`src/rtl/uart_mmio_pkg.sv`:
```
// uart_mmio_pkg: register offsets, status bit positions and decode helpers for
// the memory-mapped UART responder.
package uart_mmio_pkg;

  // Register offsets inside the 16-byte window
  localparam logic [3:0] UART_RX_STAT_OFS = 4'h0;
  localparam logic [3:0] UART_TX_STAT_OFS = 4'h4;
  localparam logic [3:0] UART_TX_DATA_OFS = 4'h8;
  localparam logic [3:0] UART_RX_DATA_OFS = 4'hC;

  // Bit positions in the RX status word (+0x0)
  localparam int UART_STAT_RX_NE_BIT  = 0;
  localparam int UART_STAT_RX_OVF_BIT = 1;
  localparam int UART_STAT_TX_OVF_BIT = 2;

  // Bit position in the TX status word (+0x4)
  localparam int UART_STAT_TX_FREE_BIT = 0;

  // One-hot decode of the current CPU access
  typedef struct packed {
    logic rd_rx_stat;
    logic rd_tx_stat;
    logic rd_rx_data;
    logic wr_tx_data;
  } uart_req_t;

  // Window hit: upper 28 address bits must match the base
  function automatic logic uart_hit(input logic [31:0] addr, input logic [31:0] base);
    return addr[31:4] == base[31:4];
  endfunction

endpackage

```
`src/rtl/uart_rx_fifo.sv`:
```
// uart_rx_fifo: synchronous byte FIFO with zero-latency head output.
// A pop on an empty FIFO is ignored; a push into a full FIFO is accepted only
// when a pop frees a slot on the same edge.
module uart_rx_fifo
  import uart_mmio_pkg::*;
#(
  parameter int DEPTH = 4
) (
  input  logic       clk,
  input  logic       reset_n,
  input  logic       push,
  input  logic [7:0] din,
  input  logic       pop,
  output logic [7:0] head,
  output logic       full,
  output logic       empty,
  output logic       push_ok
);

  localparam int PW = $clog2(DEPTH);
  localparam int CW = PW + 1;

  logic [7:0]    mem [DEPTH];
  logic [PW-1:0] wptr, rptr;
  logic [CW-1:0] cnt;
  logic          pop_ok;

  assign empty   = (cnt == '0);
  assign full    = (cnt == CW'(DEPTH));
  assign pop_ok  = pop && !empty;
  assign push_ok = push && (!full || pop_ok);
  assign head    = mem[rptr];

  // Pointer and occupancy bookkeeping; pointers wrap naturally at DEPTH
  always_ff @(posedge clk) begin
    if (!reset_n) begin
      wptr <= '0;
      rptr <= '0;
      cnt  <= '0;
    end else begin
      if (push_ok) wptr <= wptr + PW'(1);
      if (pop_ok)  rptr <= rptr + PW'(1);
      case ({push_ok, pop_ok})
        2'b10:   cnt <= cnt + CW'(1);
        2'b01:   cnt <= cnt - CW'(1);
        default: cnt <= cnt;
      endcase
    end
  end

  // Storage write; contents need no reset since pointers define validity
  always_ff @(posedge clk) begin
    if (reset_n && push_ok) mem[wptr] <= din;
  end

endmodule

```
`src/rtl/uart_mmio_responder.sv`:
```
// uart_mmio_responder: CPU load/store responder for the UART window.
// One-entry TX holding register, RX FIFO, registered read data.
// Optional feature macro: UART_MMIO_OVERRUN_EN adds sticky RX/TX overrun
// flags in status bits 1 and 2 (cleared by reading +0x0).
module uart_mmio_responder
  import uart_mmio_pkg::*;
#(
  parameter logic [31:0] BASE_ADDR = 32'h8000_0000,
  parameter int          RX_DEPTH  = 4
) (
  input  logic        clk,
  input  logic        reset_n,
  input  logic [31:0] addr,
  input  logic        rd_en,
  input  logic        wr_en,
  input  logic [31:0] wdata,
  output logic [31:0] rdata,
  output logic [7:0]  tx_data,
  output logic        tx_valid,
  input  logic        tx_ready,
  input  logic [7:0]  rx_data,
  input  logic        rx_valid
);

  uart_req_t   req;
  logic        hit;
  logic [3:0]  ofs;
  logic        tx_full, tx_drain, tx_accept;
  logic [7:0]  rx_head;
  logic        rx_full, rx_empty, rx_push_ok;
  logic        rx_ovf, tx_ovf;
  logic [31:0] rd_mux;
  logic        unused_ok;

  assign hit = uart_hit(addr, BASE_ADDR);
  assign ofs = addr[3:0];

  // Decode the access into one strobe per register function
  always_comb begin
    req            = '0;
    req.rd_rx_stat = rd_en && hit && (ofs == UART_RX_STAT_OFS);
    req.rd_tx_stat = rd_en && hit && (ofs == UART_TX_STAT_OFS);
    req.rd_rx_data = rd_en && hit && (ofs == UART_RX_DATA_OFS);
    req.wr_tx_data = wr_en && hit && (ofs == UART_TX_DATA_OFS);
  end

  uart_rx_fifo #(.DEPTH(RX_DEPTH)) u_rx_fifo (
    .clk     (clk),
    .reset_n (reset_n),
    .push    (rx_valid),
    .din     (rx_data),
    .pop     (req.rd_rx_data),
    .head    (rx_head),
    .full    (rx_full),
    .empty   (rx_empty),
    .push_ok (rx_push_ok)
  );

  // A store may refill the holding register on the same edge it drains
  assign tx_drain  = tx_full && tx_ready;
  assign tx_accept = req.wr_tx_data && (!tx_full || tx_drain);
  assign tx_valid  = tx_full;

  // TX holding register; tx_data only changes on an accepted store or reset
  always_ff @(posedge clk) begin
    if (!reset_n) begin
      tx_full <= 1'b0;
      tx_data <= '0;
    end else if (tx_accept) begin
      tx_full <= 1'b1;
      tx_data <= wdata[7:0];
    end else if (tx_drain) begin
      tx_full <= 1'b0;
    end
  end

`ifdef UART_MMIO_OVERRUN_EN
  // Sticky overrun flags; a set in the clearing cycle wins
  always_ff @(posedge clk) begin
    if (!reset_n) begin
      rx_ovf <= 1'b0;
      tx_ovf <= 1'b0;
    end else begin
      rx_ovf <= (rx_ovf && !req.rd_rx_stat) || (rx_valid && !rx_push_ok);
      tx_ovf <= (tx_ovf && !req.rd_rx_stat) || (req.wr_tx_data && !tx_accept);
    end
  end
`else
  assign rx_ovf = 1'b0;
  assign tx_ovf = 1'b0;
`endif

  // Read mux reflects state before the edge; empty data reads return 0
  always_comb begin
    rd_mux = '0;
    if (req.rd_rx_stat) begin
      rd_mux[UART_STAT_RX_NE_BIT]  = !rx_empty;
      rd_mux[UART_STAT_RX_OVF_BIT] = rx_ovf;
      rd_mux[UART_STAT_TX_OVF_BIT] = tx_ovf;
    end else if (req.rd_tx_stat) begin
      rd_mux[UART_STAT_TX_FREE_BIT] = !tx_full;
    end else if (req.rd_rx_data && !rx_empty) begin
      rd_mux[7:0] = rx_head;
    end
  end

  // Registered load data, held until the next load
  always_ff @(posedge clk) begin
    if (!reset_n)   rdata <= '0;
    else if (rd_en) rdata <= rd_mux;
  end

  assign unused_ok = &{1'b0, wdata[31:8], rx_full, rx_push_ok};

endmodule

```
`config.mk`:
```
export PLATFORM = sky130hd
export DESIGN_NAME = uart_mmio_responder
export DESIGN_NICKNAME = d
export VERILOG_FILES = /design/src/rtl/uart_mmio_pkg.sv /design/src/rtl/uart_rx_fifo.sv /design/src/rtl/uart_mmio_responder.sv
export SDC_FILE = /design/constraint.sdc
export NUM_CORES = 1
export LEC_CHECK = 0
export CORE_MARGIN = 4
export CORE_UTILIZATION = 35
export DETAILED_ROUTE_END_ITERATION = 10
export PLACE_DENSITY = 0.68
export REMOVE_ABC_BUFFERS = 1
export SKIP_LAST_GASP = 1
export SLEW_MARGIN = 20
export SYNTH_ARGS = -nofsm -noshare
export SYNTH_HDL_FRONTEND = slang
export SYNTH_SLANG_ARGS = --single-unit
```
`constraint.sdc`:
```
create_clock -name clk -period 2.9 [get_ports clk]
set_clock_uncertainty 0.1 [all_clocks]
set_input_delay 0.435 -clock clk [delete_from_list [all_inputs] [get_ports clk]]
set_output_delay 0.435 -clock clk [all_outputs]
set_load 0.01 [all_outputs]
```
Yosys cells after proc, flatten, opt, wreduce, memory -nomap -nowiden
Memory sizes are Yosys's and may differ from the RTL's. A register that Yosys moved wholly into a read port is not among the register bits.
Index checks and enable logic that the tools add are counted.
{ "totals": {"ramBits": 32, "register_bits": 24, "latchBits": 0, "rom_bits": 0, "n_memories": 1, "elab_cells": 50, "output_inout_bits": 41} }
{ "mem_list": {"columns": ["memory", "depth", "word_bits", "read_ports", "rd_ports_with_merged_regs", "wr", "line_no", "rtl"], "rows": [
  ["u_rx_fifo.mem", 4, 8, 1, 1, 1, "uart_rx_fifo.sv:23", "logic [7:0] mem [DEPTH];"]
]} }
{ "classes": {"n_bitwise": 0, "n_div": 0, "addsub": 4, "n_shift": 0, "n_reduce_logical": 20, "magnitude_cmp": 0, "n_eq_ne": 7, "n_mux": 12, "multipliers": 0} }
{ "op_table": {"columns": ["op", "n"], "rows": [
  ["== test 28 bit (second input constant)", 1],
  ["logical AND 1 bit", 11],
  ["== test 4 bit (second input constant)", 2],
  ["2-to-1 mux 8 bit", 1],
  ["2-to-1 mux 7 bit", 1],
  ["case mux 3 bit (2 select lines)", 1],
  ["2-to-1 mux 1 bit", 5],
  ["2-to-1 mux 5 bit", 1],
  ["adder 2 x 1 -> 2 bit (second input constant)", 2],
  ["== test 4 x 3 -> 1 bit (second input constant)", 1],
  ["zero test 4 bit", 1],
  ["2-to-1 mux 2 bit", 2],
  ["nonzero test 2 bit", 2],
  ["adder 3 x 1 -> 3 bit (second input constant)", 1],
  ["== test 3 bit (second input constant)", 1],
  ["zero test 1 bit", 3],
  ["zero test 3 bit", 1],
  ["2-to-1 mux 3 bit", 1],
  ["subtractor 3 x 1 -> 3 bit (second input constant)", 1],
  ["== test 2 x 1 -> 1 bit (second input constant)", 1],
  ["== test 2 bit (second input constant)", 1],
  ["logical OR 1 bit", 2]
]} }

Logic depth before layout (Yosys ltp)
{ "depth": {"ltp_word": 9, "ltp_mapped": 9, "ltp_nobuf": 9} }

By module
From an unflattened synthesis, not the netlist that was laid out.
{ "unflattened": {"cells_unflattened": 219, "area_unflattened_um2": 2745.1} }
{ "modules_own_cells": {"columns": ["module", "seq_area_each_um2", "n_inst", "cells_per_inst", "area_each_um2"], "rows": [
  ["uart_rx_fifo", 1141.1, 1, 109, 1726.7],
  ["uart_mmio_responder", 340.3, 1, 110, 1018.5]
]} }

Least setup slack after synthesis
Ideal clock, no wire load.
{ "synth_timing": {"kind": "input to register", "start": "in addr[20]", "end": "reg u_rx_fifo.cnt[1]", "cell_stages": 9, "arrival_time_ns": 2.336, "slack_ns": 0.377, "setup_time_ns": 0.087, "t_required_ns": 2.713, "path_cell_list": "nor4b_4 -> nand4_4 -> nor4_1 -> inv_1 -> fa_1 -> nor2_1 -> nand2_1 -> o2bb2a_1 -> o31ai_1"} }
{ "synth_between": {"elab_chain_cells": 8} }
{ "synth_lines": {"columns": ["item", "line_no", "rtl"], "rows": [
  ["start: declaration", "uart_mmio_responder.sv:13", "input logic [31:0] addr,"],
  ["== test 28 bit (*)", "uart_mmio_pkg.sv:29", "return addr[31:4] == base[31:4];"],
  ["logical AND 1 bit (*) (2 in a row)", "uart_mmio_responder.sv:43", "req.rd_rx_data = rd_en && hit && (ofs == UART_RX_DATA_OFS);"],
  ["logical AND 1 bit (*)", "uart_rx_fifo.sv:30", "assign pop_ok = pop && !empty;"],
  ["logical OR 1 bit", "uart_rx_fifo.sv:31", "assign push_ok = push && (!full || pop_ok);"],
  ["logical AND 1 bit", "uart_rx_fifo.sv:31", null],
  ["== test 2 x 1 -> 1 bit or == test 2 bit (tied branches)", "uart_rx_fifo.sv:43", "case ({push_ok, pop_ok})"],
  ["case mux 3 bit (2 select lines) or nonzero test 2 bit (tied branches)", null, null],
  ["end signal: assignment", "uart_rx_fifo.sv:44", "2'b10: cnt <= cnt + CW'(1);"],
  ["end signal: assignment", "uart_rx_fifo.sv:45", "2'b01: cnt <= cnt - CW'(1);"],
  ["end signal: assignment", "uart_rx_fifo.sv:46", "default: cnt <= cnt;"],
  ["end: declaration", "uart_rx_fifo.sv:25", "logic [CW-1:0] cnt;"]
]} }
Every way passes the cells marked *; elsewhere a longest branch is shown, timed or not.
A chain may end at the register's enable or synchronous reset.

Worst setup path after layout
{ "layout_timing": {"start": "in addr[12]", "end": "reg u_rx_fifo.cnt[1]"} }
Same word-level chain as after synthesis.

==> results.yml <==
outcome:
  status: "completed"
synth:
  synthesis.area_um2: 2740
  ys_ff_latch: 58
  synth-edff-count: 32
  synthFlopType: "edfxtp_1"
  ys.warnings.count: 0
  synth_cell_type_count: 41
  yosysMostFrequentCell: "edfxtp_1"
  async_reset_ff_share_pct: 0
  ys_seq_area_share_pct: 54.1
  synth_top_area_share_pct: 35.1
  synth_top_area_cell: "edfxtp_1"
  synthTopCellsByCount: "32 x edfxtp_1, 26 x dfxtp_1, 24 x buf_4"
  syn_avg_cell_area_um2: 13.2
  syn_inst: 207
  synth_area_leaders: "edfxtp_1 35%, dfxtp_1 19%, buf_4 6.6%, mux4_2 6.6%, nor4_4 5.4%"
worst_setup_path:
  critPathLaunchType: "input port"
  critPathCaptureType: "register"
  worst_ep_required_time_ns: 3.05
  crit_fanout: 2
  crit_arrival_ns: 2.81
  path_class: "in2reg"
clock_network:
  clock_path_buffers: 2
  cts_setup_buffers: 0
  cts_resized: 0
  clock_latency_ns: 0.33
  cts_tree: "yes"
  cts_buffers: 9
  h-tree-depth: 3
  cts_num_sinks: 58
  root_buffer: "clkbuf_8"
  clk_pin_slew_ns: 0.07
  cts_hold_buf: 0
power_and_ir_drop:
  power.switching_uw: 401
  seqPwrFrac_pct: 50.1
  irDropWorstVdd_mv: 0.346
  combinationalPowerShare_pct: 10.1
  clockPowerShare_pct: 39.8
  p_leak_nw: 1.31
  p_sw_share_pct: 22.5
  internal_power_mw: 1.38
  cellPowerDensity_nw_per_um2: 469
grt:
  grt_usage_pct: 12.6
  grt_pass1_vias: 1783
  antenna_found_initial: 0
  grt_pass1_wl_mm: 8.65
  grt_overflow: 0
  grt_max_degree: 24
floorplanning:
  die_y_um: 96.5
  core_um2: 7450
  io_pins: 119
  die-area_um2: 9300
  die_w_um: 96.5
  num_rows: 31
  initial_utilization_pct: 36.8
layout:
  layout.nets: 379
  syn_to_final_growth_pct: 38.7
  drive_above_1_share_pct: 19.3
  diodes: 0
  final_cells: 400
  fillers: 644
timing:
  clock.fmax_ghz: 0.376
  rsz0062_at_grt: "false"
  hold_violations: 0
  setup_tns_ns: 0
  period_needed_ns: 2.66
  slew_viol_final: 0
  slew_headroom_pct: 63.3
  tightest_slew_ns: 0.549
  final-setup-viol-count: 0
  fin_crit_sh_pct: 91.7
drt:
  via_per_inst: 4.54
  vias: 1816
  drc: 0
  ant_nets: 0
  totalWireLength_mm: 5.64
  drtIter0Drc: 48
  wl_per_cell_um: 14.1
  drt_pass1_iterations: 4
place:
  hpwl_mm: 4.24
  dp.cells: 384
  numPortBuffers: 70
  place_congestion: 0.843
run:
  maxCapViolCount: 0
min_path:
  hold_path_class: "reg2reg"
[power by group through the flow]
stage          Sequential, mW  Combinational [mW]  Clock [mW]
4_1_cts                 0.892               0.182       0.740
5_1_grt                 0.893               0.196       0.784
6_report                0.892               0.180       0.710
3_3_place_gp            0.909               0.178           0
2_1_floorplan           0.908              0.0614           0
3_5_place_dp            0.910               0.181           0
[cells in the final DEF (no fill, tap or decap), types with 3 or more instances in the layout]
master / n
ha_1: 4
clkinvlp_4: 3
inv_1: 7
clkdlybuf4s50_1: 70
nand2_1: 6
nand2b_1: 4
mux4_2: 8
a21oi_1: 7
buf_12: 4
dfxtp_1: 26
conb_1: 24
edfxtp_1: 32
and3_1: 4
a211oi_1: 3
nor2_2: 8
clkbuf_8: 9
buf_4: 10
mux2i_1: 10
nor2_1: 14
nor2b_1: 9
nor4_4: 7
nor4_1: 3
[path summary, 6_finish.rpt]
| kind | slack (ns) | startpoint | end | cells past startpoint |
|---|---|---|---|---|
| max reg2reg | 0.67 | u_rx_fifo.cnt[2] | u_rx_fifo.cnt[1] | 9 |
| min | 0.40 | tx_data[0] | tx_data[0] | 2 |
| min reg2reg | 0.40 | tx_data[0] | tx_data[0] | 2 |
| max | 0.24 | addr[12] | u_rx_fifo.cnt[1] | 10 |
[kinds of logic (layout without fill, tap and decap cells)]
logic type | Yosys count | after routing | share of synthesized area [%]
muxes | 18 | 18 | 10.2
AOI/OAI and AO/OA | 19 | 19 | 4.61
DFF | 58 | 58 | 54.1
adders and majority gates | 5 | 5 | 2.56
other | 1 | 24 | 0.137
buffers and inverters | 36 | 107 | 8.27
and+or+nand+nor | 68 | 68 | 19.5
xor gates and xnor gates | 2 | 2 | 0.640
[sequential cells by signal, summed over array words and instances (netlist names), named ones only]
name / count
rdata: 8
tx_valid: 1
u_rx_fifo.wptr: 2
tx_data: 8
u_rx_fifo.rptr: 2
u_rx_fifo.mem: 32
u_rx_fifo.cnt: 3
[metal layers]
| metal | up-vias | GRT usage [%] | share of wire (%) |
|---|---|---|---|
| met5 | - | 0 | 0 |
| met2 | 82 | 21.6 | 48 |
| li1 | 889 | - | - |
| met4 | 0 | 3.86 | 1.1 |
| met1 | 839 | 13.9 | 40 |
| met3 | 6 | 5.96 | 11 |
[through the flow]
| stage | total power, mW | hold slack, ns | worst slack (ns) | util (%) | area (µm²) |
|---|---|---|---|---|---|
| after global routing | 1.87 | 0.443 | 0.109 | 51.0 | 3800 |
| after global placement | 1.09 | 0.382 | -0.112 | 48.4 | 3600 |
| after CTS | 1.81 | 0.403 | 0.211 | 51.0 | 3800 |
| after detailed placement | 1.09 | 0.389 | -0.132 | 48.4 | 3600 |
| after floorplan | 0.969 | 0.357 | 0.370 | - | 2630 |
| final | 1.78 | 0.400 | 0.240 | 51.0 | 3800 |
[area by class of cell]
type / instances / area (µm²) / area share (%)
sequential: 58 / 1480 / 39.0
multi-input combinational: 136 / 1120 / 29.4
timing repair buffer: 84 / 856 / 22.5
clock buffer: 10 / 128 / 3.36
tap: 99 / 124 / 3.26
clock inverter: 6 / 66.3 / 1.75
inverter: 7 / 26.3 / 0.692
[worst max-delay path, stage by stage]
cell             delay [ns]
clkdlybuf4s50_1        0.48
nor4_4                 0.36
nand4_4                0.13
nor4_1                 0.33
inv_1                  0.09
fa_1                   0.45
nor2_1                 0.12
nand2_1                0.06
o2bb2a_1               0.29
o31ai_1                0.06
Power figures use the tool's default switching activity.
